### config.mk
export PLATFORM = sky130hd
export DESIGN_NAME = datapath_test_1_flat
export DESIGN_NICKNAME = d
export VERILOG_FILES = /design/src/rtl/datapath_test_1_if.sv /design/src/rtl/datapath_test_1.sv /design/src/flat_wrapper.sv
export SDC_FILE = /design/constraint.sdc
export NUM_CORES = 1
export LEC_CHECK = 0
export BUFFER_PORTS_ARGS = -buffer_cell sky130_fd_sc_hd__buf_2
export CAP_MARGIN = 15
export CORE_AREA = 2 2 66 68
export DETAILED_ROUTE_END_ITERATION = 12
export DIE_AREA = 0 0 68 70
export HOLD_SLACK_MARGIN = 0.08
export PLACE_DENSITY = 0.75
export SYNTH_ARGS = -nofsm -noshare
export SYNTH_HDL_FRONTEND = slang
export SYNTH_SLANG_ARGS = --single-unit
### constraint.sdc
create_clock -name clk -period 2.1 [get_ports clk]
set_input_delay 0.42 -clock clk [delete_from_list [all_inputs] [get_ports clk]]
set_output_delay 0.42 -clock clk [all_outputs]
set_load 0.1 [all_outputs]
### src/rtl/datapath_test_1_if.sv
// rtl/datapath_test_1_if.sv - strobe, operand and result-handshake bundle between controller, datapath and consumer
interface datapath_test_1_if #(
  parameter int W = 8
);
  logic         sel1;
  logic         sel2;
  logic         mux1;
  logic         done;
  logic [W-1:0] data_in;
  logic         out_ready;
  logic         out_valid;
  logic [W:0]   out_data;
  logic         ovf;
  logic [7:0]   op_count;

  modport master (
    output sel1, sel2, mux1, done, data_in, out_ready,
    input  out_valid, out_data, ovf, op_count
  );

  modport slave (
    input  sel1, sel2, mux1, done, data_in, out_ready,
    output out_valid, out_data, ovf, op_count
  );
endinterface

### src/rtl/datapath_test_1.sv
// rtl/datapath_test_1.sv - two-operand adder stage publishing results on the rising edge of done
// Optional DATAPATH_SAT_EN: saturate the sum to all-ones instead of keeping the carry.
module datapath_test_1 #(
  parameter int W = 8
) (
  input  logic                clk,
  input  logic                rst,
  datapath_test_1_if.slave    bus
);

  logic [W-1:0] reg_a;
  logic [W-1:0] reg_b;
  logic [W:0]   sum;
  logic [W:0]   sum_next;
  logic [W:0]   raw_add;
  logic         done_q;
  logic [W:0]   out_data_q;
  logic         out_valid_q;
  logic         ovf_q;
  logic [7:0]   op_count_q;
  logic         publish;

  assign raw_add = {1'b0, reg_a} + {1'b0, reg_b};
  assign publish = bus.done & ~done_q;

  always_comb begin
    sum_next = raw_add;
`ifdef DATAPATH_SAT_EN
    if (raw_add[W]) sum_next = {1'b0, {W{1'b1}}};
`endif
  end

  always_ff @(posedge clk or posedge rst) begin
    if (rst) begin
      reg_a       <= '0;
      reg_b       <= '0;
      sum         <= '0;
      done_q      <= 1'b0;
      out_data_q  <= '0;
      out_valid_q <= 1'b0;
      ovf_q       <= 1'b0;
      op_count_q  <= '0;
    end else begin
      if (bus.sel1) reg_a <= bus.data_in;
      if (bus.sel2) reg_b <= bus.data_in;
      if (bus.mux1) sum   <= sum_next;
      done_q <= bus.done;

      // A publish may land in the same edge that drains the previous result.
      if (publish) begin
        op_count_q <= op_count_q + 8'd1;
        if (!out_valid_q || bus.out_ready) begin
          out_data_q  <= sum;
          out_valid_q <= 1'b1;
        end else begin
          ovf_q <= 1'b1;
        end
      end else if (out_valid_q && bus.out_ready) begin
        out_valid_q <= 1'b0;
      end
    end
  end

  assign bus.out_data  = out_data_q;
  assign bus.out_valid = out_valid_q;
  assign bus.ovf       = ovf_q;
  assign bus.op_count  = op_count_q;

endmodule
### src/flat_wrapper.sv
// flat-port wrapper written by rule: the top's interface ports become plain ports
module datapath_test_1_flat 
#(
  parameter int W = 8
)
  (clk, rst, bus_sel1, bus_sel2, bus_mux1, bus_done, bus_data_in, bus_out_ready, bus_out_valid, bus_out_data, bus_ovf, bus_op_count);
  datapath_test_1_if #(.W(W)) bus_i ();
  input  logic clk;
  input  logic rst;
  input wire logic [$bits(bus_i.sel1)-1:0] bus_sel1;
  input wire logic [$bits(bus_i.sel2)-1:0] bus_sel2;
  input wire logic [$bits(bus_i.mux1)-1:0] bus_mux1;
  input wire logic [$bits(bus_i.done)-1:0] bus_done;
  input wire logic [$bits(bus_i.data_in)-1:0] bus_data_in;
  input wire logic [$bits(bus_i.out_ready)-1:0] bus_out_ready;
  output wire logic [$bits(bus_i.out_valid)-1:0] bus_out_valid;
  output wire logic [$bits(bus_i.out_data)-1:0] bus_out_data;
  output wire logic [$bits(bus_i.ovf)-1:0] bus_ovf;
  output wire logic [$bits(bus_i.op_count)-1:0] bus_op_count;
  assign bus_i.sel1 = bus_sel1;
  assign bus_i.sel2 = bus_sel2;
  assign bus_i.mux1 = bus_mux1;
  assign bus_i.done = bus_done;
  assign bus_i.data_in = bus_data_in;
  assign bus_i.out_ready = bus_out_ready;
  assign bus_out_valid = bus_i.out_valid;
  assign bus_out_data = bus_i.out_data;
  assign bus_ovf = bus_i.ovf;
  assign bus_op_count = bus_i.op_count;
  datapath_test_1 #(.W(W)) u_core (.clk(clk), .rst(rst), .bus(bus_i));
endmodule
Word level (Yosys, flattened, before mapping)
Cells that the tools add are included.
{"block": "totals", "input_bits": 15, "output_inout_bits": 19, "register_bits": 45, "wordCells": 24}
{"block": "classes", "addsub": 2, "eq_ne": 1, "n_mux": 3, "n_bitwise": 3, "reduce_logical": 7}
{"cell": "8-bit by 8-bit adder with 9-bit output", "count": 1}
{"cell": "8-bit by 1-bit adder with 8-bit output, second input constant", "count": 1}
{"cell": "2-bit AND reduction", "count": 3}
{"cell": "1-bit 2-to-1 mux", "count": 3}
{"cell": "2-bit inequality test, second input constant", "count": 1}
{"cell": "1-bit NOT", "count": 2}
{"cell": "2-bit nonzero test", "count": 1}
{"cell": "1-bit bitwise AND", "count": 1}
{"cell": "1-bit logical AND", "count": 1}
{"cell": "1-bit logical NOT", "count": 1}
{"cell": "1-bit logical OR", "count": 1}

Longest topological paths before layout
{"block": "depth", "word_depth": 4, "depth_mapped": 6, "ltp_nobuf": 6}

Worst setup path after synthesis
No wires, ideal clock.
{"block": "synth_timing", "path_type": "reg2reg", "start": "register u_core.op_count_q[0] (netlist: u_core.bus.op_count[0])", "end": "register u_core.op_count_q[7] (netlist: u_core.bus.op_count[7])", "setup_time_ns": 0.158, "required_time_ns": 1.942, "setup_slack_ns": 0.170, "stages_incl_launch_ff": 5, "path_buffers": 0, "synth_period_minus_slack_ns": 1.930, "t_arrival_ns": 1.773, "path_cell_list": "dfrtp_1 -> nand3_1 -> nor3_4 -> nand3_1 -> xnor2_1"}
{"block": "synth_between", "elab_chain_cells": 1}
{"element": "start, declared", "line": "datapath_test_1.sv:20", "source": "logic [7:0] op_count_q;"}
{"element": "start signal, assigned", "line": "datapath_test_1.sv:51", "source": "op_count_q <= op_count_q + 8'd1;"}
{"element": "8-bit by 1-bit adder with 8-bit output", "line": "datapath_test_1.sv:51"}
Every way passes these cells.
A chain may end at the register's enable or synchronous reset.

Worst setup path in the final report
{"block": "layout_timing", "start": "register u_core.reg_b[0]", "end": "register u_core.sum[6]"}
{"block": "layout_between", "elab_chain_cells": 1}
{"element": "start, declared", "line": "datapath_test_1.sv:12", "source": "logic [W-1:0] reg_b;"}
{"element": "start signal, assigned", "line": "datapath_test_1.sv:45", "source": "if (bus.sel2) reg_b <= bus.data_in;"}
{"element": "8-bit by 8-bit adder with 9-bit output", "line": "datapath_test_1.sv:23", "source": "assign raw_add = {1'b0, reg_a} + {1'b0, reg_b};"}
{"element": "end signal, assigned", "line": "datapath_test_1.sv:46", "source": "if (bus.mux1) sum <= sum_next;"}
{"element": "end, declared", "line": "datapath_test_1.sv:13", "source": "logic [W:0] sum;"}
Every way passes these cells.

==> metrics.md <==
| Metric | Value |
|---|---|
| Post-layout util | 0.592 |
| H-tree depth | 2 |
| Final clock skew | 0.00658 ns |
| Worst setup margin | roughly 0.25 ns |
| Reg-to-reg slack, setup | 0.25 ns |
| Width of the die | 68 µm |
| Num CTS Buffers | 5 |
| Root Driver | clkbuf_8 |
| Initial antenna violation count | 0 |
| Largest area contributor in the netlist | dfrtp_1 |
| Total power after layout | 3.58 mW |
| Setup TNS | 0 ns |
| Routed wire length | around 3300 µm |
| Endpoint class of the critical path | register |
| Yosys warning count | 0 |
| Final cell count without fillers | 256 |
| Slew Limit Headroom | 0.526 |
| LEAKAGE | 1.15 nW |
| Mapped Area | around 2100 µm² |
| Worst R2R Path Depth | 6 |
| Cell area power density | 1460 nW/µm² |
| Post-synth top area share | 0.532 |
| First-pass GRT wire length | roughly 5800 µm |
| WL per Instance | 12.9 µm |
| RSZ-0062 raised after global routing | no |
| WP data arrival | 2.08 ns |
| Critical Path Slowest Stage Cell | fa_1 |
| Post-CTS setup buffer count | 0 |
| All-Layer GR Usage | 0.163 |
| Min cycle time layout | 1.85 ns |
| Final hold vios | 0 |
| Cell family with most CP delay | adder cells |
| EDFF count, synth | 0 |
| Cell Rows | 24 |
| Fmax | 0.541 GHz |
| Initial DRT Pass Iterations | 4 |
| Placed cell count | 248 |
| Max-Cap Viols | 0 |
| Crit start category | register |
| Clock Latency Late Sink | 0.29 ns |
| Worst Path Buf+Inv | 0 |
| Crit-path cells | ha_1, fa_1, a211oi_2, o21bai_2, nor3_1, a211o_1 |
| Post-synth ARST share | 1.00 |
| Post-DP HPWL | 2510 µm |
| Setup violations, final | 0 |
| Ports | 34 |
| Syn Nets | between 150 and 200 |
| Netlist cell types | 39 |
| Fill count | between 300 and 400 |
| Hold buffer count at cts | 0 |
| Initial DRC count | 35 |
| Post-CTS resize count | 0 |
| Tcrit/Tclk final | 0.880 |
| Clock Pin Slew Worst Setup and Hold Paths | about 0.08 ns |
| Top cells by area, synth | dfrtp_1 53%, mux2_2 8.5%, ha_1 5.3% |
| Port-buffer cells | 33 |
| Slew Viols, Final | 0 |
| Worst-margin pin slew | about 0.71 ns |
| Dpl ws | approximately 0.25 ns |
| Post-synthesis sequential area ratio | 0.532 |
| Synthesized flop and latch total | 45 |
| Vias | 1333 |
| GPL Wtd Cong | a little over 0.7 |
| WP data required | 2.34 ns |
| R2R Path Start | u_core.reg_b[0] |
| Synth Instances | 169 |
| Outcome | finished clean |
| Core Footprint | 4140 µm² |
| Initial core utilization | 0.511 |
| Drt drc | 0 |
| Nets | 228 |
| Ant diodes | 0 |
| Vias in the first global route | ~1300 |
| Dominant synthesized flop cell | dfrtp_1 |
| Syn Area/Cell | 12.5 µm² |
| RR Endpoint | u_core.sum[6] |
| CTS tree | done |
| Die area | 4760 µm² |
| Total global routing overflow | 0 |
| Hold WC Path Type | in -> async |
| Commonest non-fill, non-tap cells in the layout | 45 x dfrtp_1, 33 x buf_2, 16 x mux2_2, 15 x nand2_1, 9 x ha_1 |
| Commonest non-fill, non-tap cell in the layout | dfrtp_1 |
| Clock tree buffer depth | 2 |
| CTS sink count | 45 |
| Max rail drop VDD | 0.000574 V |
| Area grow syn2layout | 16.0% |
| Critical path class | reg -> reg |
| Die Ht | 70 µm |
| Via density | 5.21 |
| Post-route ant nets | 0 |
| Largest net degree at the start of global routing | 29 |
| Layout cells sized above 1 | 0.348 |
| Worst-path fanout max | 3 |
| Worst path max stage delay | 0.44 ns |
-- worst max path at each step --
stage / startpoint / endpoint / slack [ns] / cells after the start
after global placement: u_core.reg_b[0] / u_core.sum[6] / 0.28 / 5
after global routing: u_core.reg_b[0] / u_core.sum[6] / 0.06 / 6
after floorplan: u_core.bus.op_count[0] / u_core.bus.op_count[7] / 0.17 / 4
after detailed placement: u_core.reg_b[0] / u_core.sum[6] / 0.25 / 5
final: u_core.reg_b[0] / u_core.sum[6] / 0.25 / 6
after CTS: u_core.reg_b[0] / u_core.sum[6] / 0.23 / 5
-- worst reg2reg max path: cells and delay by family, from the launching register on --
| kind | cells | cell delay, ns |
|---|---|---|
| and+or+nand+nor | 1 | 0.19 |
| DFF | 1 | 0.39 |
| adders and majority gates | 2 | 0.68 |
| AOI/OAI and AO/OA | 3 | 0.53 |
-- area by class of cell --
class,count,area [µm²],share of cell area
sequential,45,1130,0.459
multi-input combinational,114,933,0.380
timing repair buffer,34,185,0.0754
clock buffer,5,68.8,0.0280
clock inverter,3,65.1,0.0265
tap,52,65.1,0.0265
inverter,3,11.3,0.00459
-- report_power, final --
group,total [mW],switching [mW],internal [mW],leakage [nW]
registers,1.22,0.147,1.07,0.530
logic,1.60,1.24,0.357,0.553
clock network,0.756,0.284,0.472,0.0681
-- cells by family after synthesis --
| kind of cell | after synthesis | synth area share |
|---|---|---|
| and+or+nand+nor | 37 | 0.0910 |
| muxes | 27 | 0.153 |
| adders and majority gates | 10 | 0.0626 |
| xor gates and xnor gates | 8 | 0.0331 |
| buffers and inverters | 10 | 0.0272 |
| DFF | 45 | 0.532 |
| AOI/OAI and AO/OA | 32 | 0.101 |
-- cells in the mapped netlist (all sizes together), types with 3 or more instances --
| master | count |
|---|---|
| buf | 6 |
| a21oi | 5 |
| nand3 | 4 |
| a211oi | 4 |
| dfrtp | 45 |
| mux2 | 25 |
| nand2 | 16 |
| nor2 | 6 |
| o21ai | 14 |
| xnor2 | 6 |
| inv | 3 |
| ha | 9 |
-- metal layers --
metal  GRT usage  vias up  wire, µm
li1            -      664         -
met1       0.229      636      1600
met2       0.236       26      1480
met3      0.0483        7       153
met4      0.0667        0        60
met5           0        -         0
-- sequential cells by signal (all words and copies together), names as in the netlist --
signal,flops
u_core.bus.ovf,1
u_core.bus.out_valid,1
u_core.done_q,1
u_core.reg_a,8
u_core.bus.op_count,8
u_core.sum,9
u_core.bus.out_data,9
u_core.reg_b,8
-- metrics by stage --
step	area [µm²]	hold slack, ns
2_1_floorplan	2120	0.451
3_3_place_gp	2320	0.456
3_5_place_dp	2320	0.461
4_1_cts	2450	0.151
5_1_grt	2450	0.178
6_report	2450	0.140
No activity file was read; power rests on OpenSTA's default activity.
